===== src/rtl/vga_sprite_compositor.sv =====
// vga_sprite_compositor: VGA timing with a pixel-enable divider, a scrolling
// 1-bit background and NUM_SPRITES 1-bit sprite layers, one pixel of latency.
module vga_sprite_compositor #(
    parameter int          H_ACTIVE    = 640,
    parameter int          H_FP        = 16,
    parameter int          H_SYNC      = 96,
    parameter int          H_BP        = 48,
    parameter int          V_ACTIVE    = 480,
    parameter int          V_FP        = 10,
    parameter int          V_SYNC      = 2,
    parameter int          V_BP        = 33,
    parameter int          CLK_DIV     = 4,
    parameter int          NUM_SPRITES = 2,
    parameter int          SPR_W       = 65,
    parameter int          SPR_H       = 65,
    parameter int          SCROLL_STEP = 1,
    parameter logic [11:0] FG_COLOR    = 12'h000,
    parameter logic [11:0] BG_COLOR    = 12'hfff,
    parameter int          SA_W        = $clog2(SPR_W * SPR_H),
    parameter int          BA_W        = $clog2(H_ACTIVE * V_ACTIVE)
) (
    input  logic                        clk,
    input  logic                        reset,
    input  logic [NUM_SPRITES*10-1:0]   pos_x,
    input  logic [NUM_SPRITES*9-1:0]    pos_y,
    input  logic [NUM_SPRITES-1:0]      spr_en,
    input  logic                        scroll_en,
    output logic [BA_W-1:0]             bg_addr,
    input  logic                        bg_data,
    output logic [NUM_SPRITES*SA_W-1:0] spr_addr,
    input  logic [NUM_SPRITES-1:0]      spr_data,
    output logic                        hSync,
    output logic                        vSync,
    output logic [3:0]                  VGA_R,
    output logic [3:0]                  VGA_G,
    output logic [3:0]                  VGA_B,
    output logic                        frame_start
);

    localparam int H_TOTAL = H_ACTIVE + H_FP + H_SYNC + H_BP;
    localparam int V_TOTAL = V_ACTIVE + V_FP + V_SYNC + V_BP;
    localparam int HC_W    = $clog2(H_TOTAL);
    localparam int VC_W    = $clog2(V_TOTAL);
    localparam int DV_W    = $clog2(CLK_DIV);
    localparam int SC_W    = $clog2(H_ACTIVE);
    localparam int XS_W    = HC_W + 1;
    localparam int HS_LO   = H_ACTIVE + H_FP;
    localparam int HS_HI   = HS_LO + H_SYNC;
    localparam int VS_LO   = V_ACTIVE + V_FP;
    localparam int VS_HI   = VS_LO + V_SYNC;
    localparam int STEP_M  = SCROLL_STEP % H_ACTIVE;

    logic [DV_W-1:0]           div;
    logic                      pix_en;
    logic [HC_W-1:0]           hc;
    logic [VC_W-1:0]           vc;
    logic                      h_last;
    logic                      v_last;
    logic                      boundary;

    logic [NUM_SPRITES*10-1:0] sh_x;
    logic [NUM_SPRITES*9-1:0]  sh_y;
    logic [NUM_SPRITES-1:0]    sh_en;
    logic [SC_W-1:0]           scroll;
    logic [SC_W:0]             scroll_sum;
    logic [SC_W-1:0]           scroll_nxt;

    logic                      active;
    logic [XS_W-1:0]           xs;
    logic [XS_W-1:0]           xw;
    logic [NUM_SPRITES-1:0]    hit;
    logic                      fg;
    logic [11:0]               color0;
    logic [11:0]               color_q;
    logic                      hs0;
    logic                      vs0;
    logic [HC_W:0]             hc_x;
    logic [VC_W:0]             vc_x;

    // ---------------------------------------------------------------
    // Pixel-enable divider
    // ---------------------------------------------------------------
    assign pix_en = (div == DV_W'(CLK_DIV - 1));

    always_ff @(posedge clk or posedge reset) begin
        if (reset) begin
            div <= '0;
        end else if (pix_en) begin
            div <= '0;
        end else begin
            div <= div + 1'b1;
        end
    end

    // ---------------------------------------------------------------
    // Raster counters
    // ---------------------------------------------------------------
    assign h_last   = (hc == HC_W'(H_TOTAL - 1));
    assign v_last   = (vc == VC_W'(V_TOTAL - 1));
    assign boundary = pix_en && h_last && (vc == VC_W'(V_ACTIVE - 1));

    always_ff @(posedge clk or posedge reset) begin
        if (reset) begin
            hc <= '0;
            vc <= '0;
        end else if (pix_en) begin
            if (h_last) begin
                hc <= '0;
                vc <= v_last ? '0 : vc + 1'b1;
            end else begin
                hc <= hc + 1'b1;
            end
        end
    end

    // ---------------------------------------------------------------
    // Frame-boundary shadows and scroll
    // ---------------------------------------------------------------
    assign scroll_sum = {1'b0, scroll} + (SC_W + 1)'(STEP_M);
    assign scroll_nxt = (scroll_sum >= (SC_W + 1)'(H_ACTIVE))
                      ? SC_W'(scroll_sum - (SC_W + 1)'(H_ACTIVE))
                      : SC_W'(scroll_sum);

    always_ff @(posedge clk or posedge reset) begin
        if (reset) begin
            sh_x        <= '0;
            sh_y        <= '0;
            sh_en       <= '0;
            scroll      <= '0;
            frame_start <= 1'b0;
        end else begin
            frame_start <= boundary;
            if (boundary) begin
                sh_x  <= pos_x;
                sh_y  <= pos_y;
                sh_en <= spr_en;
                if (scroll_en) begin
                    scroll <= scroll_nxt;
                end
            end
        end
    end

    // ---------------------------------------------------------------
    // Stage 0: addresses and hits from counters and shadows
    // ---------------------------------------------------------------
    assign active = (hc < HC_W'(H_ACTIVE)) && (vc < VC_W'(V_ACTIVE));

    assign xs = XS_W'(hc) + XS_W'(scroll);
    assign xw = (xs >= XS_W'(H_ACTIVE)) ? xs - XS_W'(H_ACTIVE) : xs;

    assign bg_addr = active
                   ? BA_W'(BA_W'(vc) * BA_W'(H_ACTIVE) + BA_W'(xw))
                   : '0;

    for (genvar i = 0; i < NUM_SPRITES; i++) begin : g_spr
        logic [10:0] sx;
        logic [10:0] sy;
        logic [10:0] hx;
        logic [10:0] vy;
        logic [10:0] dx;
        logic [10:0] dy;
        logic        in_x;
        logic        in_y;

        // 11-bit compares keep sx+SPR_W from wrapping near the 10-bit limit
        assign sx   = {1'b0, sh_x[10*i +: 10]};
        assign sy   = {2'b00, sh_y[9*i +: 9]};
        assign hx   = 11'(hc);
        assign vy   = 11'(vc);
        assign dx   = hx - sx;
        assign dy   = vy - sy;
        assign in_x = (hx >= sx) && (hx < sx + 11'(SPR_W));
        assign in_y = (vy >= sy) && (vy < sy + 11'(SPR_H));

        assign hit[i] = active && sh_en[i] && in_x && in_y;

        assign spr_addr[SA_W*i +: SA_W] = hit[i]
            ? SA_W'(SA_W'(dy) * SA_W'(SPR_W) + SA_W'(dx))
            : '0;
    end

    // ---------------------------------------------------------------
    // Composite and stage 1 registers
    // ---------------------------------------------------------------
    // Every sprite draws FG_COLOR, so the lowest-index winner reduces to an OR
    assign fg = |(hit & spr_data);

    always_comb begin
        color0 = 12'h000;
        if (active) begin
            color0 = (fg || bg_data) ? FG_COLOR : BG_COLOR;
        end
    end

    assign hc_x = {1'b0, hc};
    assign vc_x = {1'b0, vc};
    assign hs0  = !((hc_x >= (HC_W + 1)'(HS_LO)) && (hc_x < (HC_W + 1)'(HS_HI)));
    assign vs0  = !((vc_x >= (VC_W + 1)'(VS_LO)) && (vc_x < (VC_W + 1)'(VS_HI)));

    always_ff @(posedge clk or posedge reset) begin
        if (reset) begin
            hSync   <= 1'b1;
            vSync   <= 1'b1;
            color_q <= 12'h000;
        end else if (pix_en) begin
            hSync   <= hs0;
            vSync   <= vs0;
            color_q <= color0;
        end
    end

    assign VGA_R = color_q[11:8];
    assign VGA_G = color_q[7:4];
    assign VGA_B = color_q[3:0];

endmodule


===== config.mk =====
export PLATFORM = sky130hd
export DESIGN_NAME = vga_sprite_compositor
export DESIGN_NICKNAME = d
export VERILOG_FILES = /design/src/rtl/vga_sprite_compositor.sv
export SDC_FILE = /design/constraint.sdc
export NUM_CORES = 1
export LEC_CHECK = 0
export BUFFER_PORTS_ARGS = -buffer_cell sky130_fd_sc_hd__buf_2
export CORE_ASPECT_RATIO = 0.9
export CORE_UTILIZATION = 55
export DETAILED_ROUTE_END_ITERATION = 6
export PLACE_DENSITY_LB_ADDON = 0.2
export SYNTH_ARGS = -nofsm -noshare
export SYNTH_HDL_FRONTEND = slang
export SYNTH_SLANG_ARGS = --single-unit

===== constraint.sdc =====
create_clock -name clk -period 5.1 [get_ports clk]
set_input_delay 0.255 -clock clk [delete_from_list [all_inputs] [get_ports clk]]
set_output_delay 0.255 -clock clk [all_outputs]
set_load 0.02 [all_outputs]

==> results.ini, run 1 <==
[detailed_routing]
highest_layer = met4
ant_nets = 0
drtIter0Drc = 620
drt-pass1-iter-count = 4
met1_length_mm = 12.5
wl_per_cell_um = 16.9
vias = 8923
via_per_inst = 5.75
drc = 0
wl_met3_mm = 1.59
route.met2.wl_mm = 11.7
drt_wl_total_mm = 26.2

[timing]
timing.final.ws_setup_ns = -0.0150
worst_pin_slew_ns = 1.04
drv_slew = 0
min_period_over_period_pct = 100
min_period_ns = 5.12
fin_skew_ns = 0.00899
hold_viol = 0
rsz0062_at_grt = yes
slew-limit-headroom_pct = 30.8
max_freq_mhz = 196
setup_viol = 1

[synth]
synth_nets = 1401
synthMuxAreaShare_pct = 0.763
synth_largest_area_cell = ha_1
yosys.area_share.simple_pct = 18.0
yosys.area_share.adder_pct = 27.8
synth_ff_type = dfrtp_1
ys_seq_elements = 76
synth.area.top_cells = ha_1 (24%), dfrtp_1 (19%), xnor2_1 (7.0%), inv_1 (4.8%), fa_1 (3.9%)
syn_area_per_cell_um2 = 8.41
yosysMostFrequentCell = ha_1
ys_types = 74
synth-edff-count = 0
synth_compound_area_share_pct = 16.6
netlist_instances = 1151
synth_common_cells = ha_1 (185), inv_1 (123), nand2_1 (96)
synthXorXnorAreaFrac_pct = 10.8
synthArstFlopShare_pct = 100
yosysWarnings = 0
synth_top_area_share_pct = 23.9
ys_seq_area_share_pct = 19.7
synth_top_family_by_area = adder cells
synthesis.area_um2 = 9680

[finish]
final_cells = 1551
area_delta_synth_final_pct = 20.8
final_layout_size_suffix_gt1_share_pct = 22.8
nets = 1561
diodes = 0
final_area_um2 = 11700
filler_cell_count = 1394

[hold_path]
min_from = pos_x[16]
min_path_type = in2reg

[floorplan]
initial_core_util_pct = 56.7
rows = 45
die_w_um = 142
dieArea_um2 = 18100
die_h_um = 128
core_area_um2 = 17100
ios = 106

[setup_path]
r2r-start = sh_x[10]$_DFFE_PP0P_
cp-start-kind = register
rrSetupSlack_ns = 1.51
arrival_ns = 4.86
reg2reg_to = color_q[10]$_DFFE_PP0P_
worstSetupStartpoint = hc[0]$_DFFE_PP0P_
worstSetupEndpoint = spr_addr[11]
r2r_cells = 12
crit_fanout = 4
path_class = reg2out
endpoint_kind = output pin
required_ns = 4.85

[cts]
cts_hold_buf = 0
cts-buffers-inserted = 9
clockRootBuffer = clkbuf_16
htreeDepth = 3
cts_max_path_buffers = 2
clkTransAtPathRegs_ns = 0.07
cts_tree = yes
clk_latency_ns = 0.35
cts.sinks = 76

[placed_design]
place.gp.congestion = 0.888
placed_area_um2 = 10600
io_buffers = 105
dp.cells = 1501
place_hpwl_mm = 19.5
dp_slack_ns = -0.00375

[power_and_ir_drop]
powerDensity_nw_per_um2 = 117
ir_drop_uv = 175
p_leak_nw = 5.99

[global_routing]
grt_max_degree = 80
track_usage_pct = 28.5
antenna_found_initial = 0
grt-ovfl-total = 0
grt_pass1_vias = 8245
grt_first_pass_wirelength_mm = 40.6

[job]
drv_cap = 0

[run_status]
status = complete, but fails checks
violations = setup timing

## registers in the layout, indices dropped and copies added (netlist names), 2 cells and up
| signal | count |
|---|---|
| hc | 10 |
| sh_en | 2 |
| sh_x | 20 |
| sh_y | 18 |
| scroll | 10 |
| vc | 10 |
| div | 2 |
## how the worst min path moves through the flow
stage                            to  depth (start not counted)  slack [ns]
6_report       sh_x[16]$_DFFE_PP0P_                          3        0.11
5_1_grt        sh_x[12]$_DFFE_PP0P_                          3        0.11
3_5_place_dp       div[0]$_DFF_PP0_                          1        0.42
3_3_place_gp       div[0]$_DFF_PP0_                          1        0.41
2_1_floorplan   sh_x[0]$_DFFE_PP0P_                          2        0.37
4_1_cts        sh_x[16]$_DFFE_PP0P_                          3         0.1
## cells in the final DEF, fill, tap and decap left out, drive strengths merged, types with 7 or more instances in the layout
cell,Yosys,routed
nor2b,20,20
or3,9,9
xor2,37,37
buf,16,176
fa,19,19
nor2,75,75
a21oi,63,63
a211oi,7,7
o21ai,76,76
nand4,13,13
nor3,32,32
dfrtp,74,74
and2,18,18
a21o,27,27
and3,12,12
xnor2,77,77
nor4,8,8
clkbuf,11,11
ha,185,185
inv,123,123
nand3,28,28
nand2,96,96
o21a,14,14
o21bai,9,9
## logic make-up (layout without fill, tap and decap cells)
family / Yosys count / in the layout
and+or+nand+nor: 345 / 345
muxes: 7 / 7
DFF: 76 / 76
adders and majority gates: 204 / 204
buffers and inverters: 150 / 315
AOI/OAI and AO/OA: 253 / 253
xor gates and xnor gates: 116 / 116
## metal layers
metal	GRT usage, %	vias up
li1	-	4363
met1	40.7	4222
met2	45.4	301
met3	4.07	37
met4	6.64	0
met5	0	-
## worst max-delay path, cell delays in order (launching register included)
cell and delay, ns:
dfrtp_1 0.43, inv_2 0.15, ha_4 0.15, inv_2 0.04, fa_2 0.39, a21o_1 0.20, a21oi_2 0.14, o21bai_1 0.11
a21oi_2 0.21, o21ai_2 0.09, xor2_1 0.17, ha_1 0.30, ha_1 0.29, inv_2 0.04, fa_1 0.49, inv_2 0.05
ha_4 0.26, or2_4 0.12, o31a_1 0.17, o41ai_4 0.11, and3_1 0.19, o31a_1 0.31, buf_6 0.14
## report_power, final
part / total, W / internal (W) / switching (W)
Sequential: 0.000604 / 0.000603 / 0.000000956
Combinational: 0.0000430 / 0.0000171 / 0.0000259
Clock: 0.000720 / 0.000432 / 0.000287
## layout make-up
class / instances / area (um2) / share of cell area (%)
clock inverter: 5 / 85.1 / 0.728
inverter: 123 / 463 / 3.96
tap: 235 / 294 / 2.51
multi-input combinational: 925 / 7620 / 65.2
sequential: 76 / 1910 / 16.3
clock buffer: 11 / 233 / 1.99
timing repair buffer: 176 / 1090 / 9.33
## repair_timing
action / 4_1_cts / 5_1_grt
pin swaps: 11 / 70
resized for setup: 34 / 85
setup endpoints to repair: 13 / 16
buffers inserted: 13 / 21
cloned: 0 / 0
## through the flow
| stage | utilization, % | hold slack [ns] | total power (W) | setup TNS [ns] |
|---|---|---|---|---|
| finish | 68.5 | 0.105 | 0.00137 | -0.0150 |
| floorplan | - | 0.372 | 0.000639 | 0 |
| global placement | 62.3 | 0.414 | 0.000659 | 0 |
| CTS | 65.4 | 0.0987 | 0.00137 | -0.0215 |
| detailed placement | 62.3 | 0.423 | 0.000659 | -0.00375 |
| global route | 68.5 | 0.112 | 0.00140 | -0.930 |
No activity file was read; power rests on OpenSTA's default activity.
==> run 2, diff against run 1 <==
- CORE_ASPECT_RATIO: 0.9 -> 1.4
==> results.ini, run 2 (synthesis results as in run 1) <==
[timing]
timing.final.ws_setup_ns = -0.00509  ; +0.00993 ns
worst_pin_slew_ns = 1.01  ; -0.0311 ns
drv_slew = 0  ; unchanged
min_period_ns = 5.11  ; -0.00993 ns
setup_viol = 1  ; unchanged
slew-limit-headroom_pct = 32.8  ; +2.1 points
hold_viol = 0  ; unchanged
min_period_over_period_pct = 100  ; -0.19 points
rsz0062_at_grt = yes
fin_skew_ns = 0.0123  ; +0.00327 ns
max_freq_mhz = 196  ; +0.19%

[global_routing]
grt-ovfl-total = 0  ; unchanged
grt_max_degree = 77  ; -3.8%
grt_first_pass_wirelength_mm = 41.0  ; +0.80%
track_usage_pct = 28.5  ; about the same
grt_pass1_vias = 8624  ; +4.6%
antenna_found_initial = 0  ; unchanged

[run_status]
violations = setup timing
status = complete, but fails checks

[setup_path]
r2r_cells = 13  ; +1
required_ns = 4.85  ; about the same
cp-start-kind = register
worstSetupStartpoint = hc[0]$_DFFE_PP0P_
endpoint_kind = output pin
worstSetupEndpoint = spr_addr[11]
path_class = reg2out
r2r-start = sh_x[11]$_DFFE_PP0P_
arrival_ns = 4.85  ; about the same
crit_fanout = 4  ; unchanged
rrSetupSlack_ns = 1.50  ; about the same
reg2reg_to = color_q[10]$_DFFE_PP0P_

[job]
drv_cap = 0  ; unchanged

[cts]
clkTransAtPathRegs_ns = 0.07  ; about the same
cts.sinks = 76  ; unchanged
clockRootBuffer = clkbuf_16
clk_latency_ns = 0.35  ; about the same
htreeDepth = 3  ; unchanged
cts-buffers-inserted = 9  ; unchanged
cts_tree = yes
cts_max_path_buffers = 2  ; unchanged

[detailed_routing]
via_per_inst = 5.72  ; -0.58%
drt_wl_total_mm = 26.1  ; -0.36%
drc = 0  ; unchanged
drt-pass1-iter-count = 5  ; +1
ant_nets = 0  ; unchanged
wl_per_cell_um = 16.8  ; -0.62%
drtIter0Drc = 438  ; -29%
vias = 8894  ; -0.33%

[finish]
multi_input_area_um2 = 7510  ; -1.4%
nets = 1564  ; +0.19%
diodes = 0  ; unchanged
fin_util_pct = 67.5  ; -1.0 points
reg_top3 = sh_x: 20 flops, sh_y: 18 flops
largest_register_ffs = 20  ; unchanged
filler_cell_count = 1463  ; +4.9%
final_common_cell = ha_1
register_area_um2 = 1910  ; +0.13%
area_delta_synth_final_pct = 20.4
final_layout_size_suffix_gt1_share_pct = 22.1  ; -0.66 points
largest-register = sh_x
final_cells = 1555  ; +0.26%
layout.cells.most_common_list = ha_1 (171), inv_1 (110), buf_2 (98)

[placed_design]
dp.cells = 1499  ; -0.13%
place_hpwl_mm = 19.7  ; +0.88%
io_buffers = 105  ; unchanged
place.gp.congestion = 0.921  ; +3.7%

[power_and_ir_drop]
seqPwrFrac_pct = 42.3  ; -1.9 points
ir_drop_uv = 129  ; -26%
p_leak_nw = 6.03  ; +0.66%
internal_power_w = 0.00112  ; +6.2%
powerDensity_nw_per_um2 = 123  ; +4.9%
switchingPower_w = 0.000312  ; -0.78%
combPwrFrac_pct = 3.1  ; about the same
clockPowerShare_pct = 54.6  ; +1.9 points
switching_share_pct = 21.8  ; -1.2 points

[floorplan]
dieArea_um2 = 18100  ; about the same
core_area_um2 = 17300  ; +1.2%
ios = 106  ; unchanged
die_w_um = 114  ; -20%
die_h_um = 159  ; +24%
initial_core_util_pct = 56.1  ; -0.65 points
rows = 57  ; +27%

[hold_path]
min_path_type = in2reg

## run 2: per-stage QoR
step           instance area (um2)  hold WS [ns]  setup TNS, ns  total power (W)  setup WS (ns)
2_1_floorplan                 9680         0.372              0         0.000639          0.123
3_3_place_gp                 10600         0.414              0         0.000661         0.0710
3_5_place_dp                 10600         0.429        -0.0527         0.000661        -0.0343
4_1_cts                      11200         0.104              0          0.00144        0.00299
5_1_grt                      11600         0.110          -1.03          0.00147         -0.265
6_report                     11600         0.109       -0.00509          0.00143       -0.00509
## run 2: critical path, stage by stage, from the launching register on
cell      delay [ns]
dfrtp_1         0.43
inv_4           0.10
ha_4            0.14
inv_2           0.04
fa_2            0.39
a21o_1          0.21
a21oi_2         0.14
o21bai_1        0.10
a21oi_2         0.20
o21ai_2         0.09
a21o_1          0.19
a21oi_2         0.18
ha_1            0.26
ha_1            0.28
inv_1           0.05
fa_1            0.53
inv_1           0.06
ha_4            0.17
nor2b_1         0.12
a31oi_1         0.18
o311ai_0        0.20
o31a_1          0.28
buf_4           0.16
## run 2: how the worst min path moves through the flow
stage,cells after the start,to,from
after global routing,3,sh_y[13]$_DFFE_PP0P_,pos_y[13]
final,3,sh_y[15]$_DFFE_PP0P_,pos_y[15]
after floorplan,2,sh_x[0]$_DFFE_PP0P_,pos_x[0]
after global placement,1,div[0]$_DFF_PP0_,div[0]$_DFF_PP0_
after detailed placement,1,div[0]$_DFF_PP0_,div[0]$_DFF_PP0_
after CTS,3,sh_y[15]$_DFFE_PP0P_,pos_y[15]
## run 2: what timing repair did
item                                   CTS  global route
setup endpoints to repair               16            17
resized for setup                       36            66
endpoints found under the hold margin    0             0
setup buffers                           15            25
pin swaps                               15            53
gates cloned                             0             0
hold buffers                             0             0
## run 2: area by class of cell
type,instances,share of cell area [%]
repair buffers,179,9.53
multi-input cells,925,64.5
flip-flops and latches,76,16.4
clock inverters,6,0.999
well taps,236,2.53
inverters,123,4.00
clock buffers,10,2.05
## run 2: power groups by stage
stage / combinational (W) / clock (W) / sequential, W
2_1_floorplan: 0.0000234 / 0 / 0.000616
3_3_place_gp: 0.0000450 / 0 / 0.000616
3_5_place_dp: 0.0000448 / 0 / 0.000616
4_1_cts: 0.0000449 / 0.000790 / 0.000604
5_1_grt: 0.0000494 / 0.000816 / 0.000604
6_report: 0.0000441 / 0.000781 / 0.000604
## run 2: layer usage
layer	track usage [%]	routed length, um	up-vias
met5	0	0	-
met4	12.9	1030	0
met3	3.31	1140	72
met2	52.1	13700	259
met1	32.7	10300	4204
li1	-	-	4359
==> run 3, diff against run 2 <==
--- a/config.mk
+++ b/config.mk
@@ -11,3 +11,3 @@
 export DETAILED_ROUTE_END_ITERATION = 6
-export PLACE_DENSITY_LB_ADDON = 0.2
+export PLACE_DENSITY = 0.78
 export SYNTH_ARGS = -nofsm -noshare
--- a/constraint.sdc
+++ b/constraint.sdc
@@ -3,2 +3,2 @@
 set_output_delay 0.255 -clock clk [all_outputs]
-set_load 0.02 [all_outputs]
+set_load 0.05 [all_outputs]
==> results.ini, run 3 (synthesis results as in run 1) <==
[floorplan]
die_w_um = 114  ; unchanged
core_area_um2 = 17300  ; unchanged
rows = 57  ; unchanged
dieArea_um2 = 18100  ; unchanged
ios = 106  ; unchanged
initial_core_util_pct = 56.1  ; unchanged
die_h_um = 159  ; unchanged

[timing]
rsz0062_at_grt = yes
setup_viol = 3  ; +2
tns_ns = -0.0740  ; -0.0689 ns
fin_skew_ns = 0.0180  ; +0.00575 ns
min_period_over_period_pct = 101  ; +0.89 points
min_period_ns = 5.15  ; +0.0453 ns
hold_viol = 0  ; unchanged
drv_slew = 0  ; unchanged
timing.final.ws_setup_ns = -0.0504  ; -0.0453 ns
slew-limit-headroom_pct = 34.5  ; +1.6 points
max_freq_mhz = 194  ; -0.88%
worst_pin_slew_ns = 0.983  ; -0.0243 ns

[finish]
largest_register_ffs = 20  ; unchanged
filler_cell_count = 1385  ; -5.3%
largest-register = sh_x
final_area_um2 = 11700  ; +0.74%
nets = 1565  ; +0.064%
final_layout_size_suffix_gt1_share_pct = 23.2  ; +1.0 points
multi_input_area_um2 = 7600  ; +1.1%
reg_top3 = sh_x: 20 flops, sh_y: 18 flops
diodes = 0  ; unchanged
area_delta_synth_final_pct = 21.3
layout.cells.most_common_list = ha_1 (166), inv_1 (111), nand2_1 (95)
register_area_um2 = 1910  ; unchanged
final_common_cell = ha_1

[placed_design]
place_hpwl_mm = 20.0  ; +1.9%
io_buffers = 105  ; unchanged
placed_area_um2 = 10700  ; +0.98%
dp_slack_ns = -0.0893  ; -0.0550 ns
place.gp.congestion = 0.928  ; +0.83%

[setup_path]
cp-start-kind = register
required_ns = 4.85  ; about the same
r2r-start = sh_x[10]$_DFFE_PP0P_
path_class = reg2out
crit_fanout = 5  ; +1
arrival_ns = 4.90  ; +0.05 ns
endpoint_kind = output pin
worstSetupStartpoint = hc[1]$_DFFE_PP0P_

[global_routing]
grt_first_pass_wirelength_mm = 41.9  ; +2.3%
antenna_found_initial = 0  ; unchanged
grt_pass1_vias = 8874  ; +2.9%
track_usage_pct = 29.0  ; +0.53 points
grt-ovfl-total = 0  ; unchanged
grt_max_degree = 77  ; unchanged

[cts]
htreeDepth = 3  ; unchanged
cts_tree = yes
cts.sinks = 76  ; unchanged
clockRootBuffer = clkbuf_16
cts_max_path_buffers = 2  ; unchanged
clkTransAtPathRegs_ns = 0.06  ; about the same
clk_latency_ns = 0.35  ; about the same
cts-buffers-inserted = 9  ; unchanged
cts_hold_buf = 0  ; unchanged

[run_status]
status = complete, but fails checks
violations = setup timing

[detailed_routing]
via_per_inst = 5.87  ; +2.6%
drtIter0Drc = 565  ; +29%
wl_per_cell_um = 17.6  ; +4.5%
vias = 9130  ; +2.7%
drt_wl_total_mm = 27.3  ; +4.6%
drc = 0  ; unchanged
ant_nets = 0  ; unchanged
drt-pass1-iter-count = 6  ; +1

[power_and_ir_drop]
combPwrFrac_pct = 4.2  ; +1.1 points
switchingPower_w = 0.000316  ; +1.5%
internal_power_w = 0.00100  ; -10%
p_leak_nw = 6.03  ; about the same
ir_drop_uv = 125  ; -3.1%
powerDensity_nw_per_um2 = 112  ; -8.5%
seqPwrFrac_pct = 45.9  ; +3.6 points
totalPowerFinal_w = 0.00132  ; -7.8%
clockPowerShare_pct = 49.9  ; -4.7 points
switching_share_pct = 24.0  ; +2.2 points

[job]
drv_cap = 0  ; unchanged

[hold_path]
min_path_type = in2reg
min_from = pos_x[12]

-- run 3: power groups by stage --
stage / clock network [W] / registers, W / logic, W
floorplan: 0 / 0.000617 / 0.0000340
global placement: 0 / 0.000615 / 0.0000557
detailed placement: 0 / 0.000616 / 0.0000562
CTS: 0.000658 / 0.000604 / 0.0000562
global route: 0.000685 / 0.000604 / 0.0000603
finish: 0.000658 / 0.000604 / 0.0000551
-- run 3: what timing repair did --
action,in CTS,in global routing
endpoints found under the setup margin,16,17
setup buffers,15,16
endpoints found under the hold margin,0,0
pin swaps,22,54
cloned,0,0
gates resized for setup,43,82
-- run 3: layer usage --
metal	track usage [%]	wire length (um)
met5	0	0
met2	53.6	14500
met1	32.1	10200
met4	15.0	1310
met3	3.20	1390
-- run 3: through the flow --
step | instances | hold slack (ns) | util [%]
after global routing | 1556 | 0.121 | 68.0
after global placement | 1511 | 0.413 | 62.1
after floorplan | 1151 | 0.372 | -
after CTS | 1542 | 0.110 | 65.2
after detailed placement | 1511 | 0.421 | 62.1
final | 1556 | 0.107 | 68.0
-- run 3: final cells by class --
class,count,area share (%)
repair buffers,180,10.0
multi-input cells,925,64.8
well taps,236,2.52
clock buffers,10,1.95
flip-flops and latches,76,16.3
inverters,123,3.93
clock inverters,6,0.554
-- run 3: worst max-delay path: stages (launching register included) --
cell       delay, ns
dfrtp_2         0.47
buf_12          0.15
fa_2            0.42
a211oi_4        0.29
o21bai_4        0.11
a2111oi_4       0.42
nor2_1          0.09
xor2_1          0.18
buf_4           0.14
buf_4           0.09
buf_4           0.09
buf_4           0.11
o21ai_0         0.11
a21oi_1         0.18
ha_2            0.20
inv_1           0.06
fa_2            0.35
nor2b_2         0.15
o21ai_0         0.08
and2_4          0.19
nor2_4          0.10
nand3_1         0.10
xor2_1          0.16
nor2_1          0.12
buf_6           0.18
-- run 3: worst paths after layout --
path / depth (start not counted) / slack, ns / endpoint
setup / recovery: 24 / -0.05 / bg_addr[15]
hold / removal: 3 / 0.11 / sh_x[12]$_DFFE_PP0P_
setup reg to reg: 12 / 1.48 / color_q[10]$_DFFE_PP0P_
hold reg to reg: 1 / 0.43 / div[0]$_DFF_PP0_
max in group asynchronous: 3 / 4.19 / vc[1]$_DFFE_PP0P_
min in group asynchronous: 3 / 0.18 / sh_x[14]$_DFFE_PP0P_
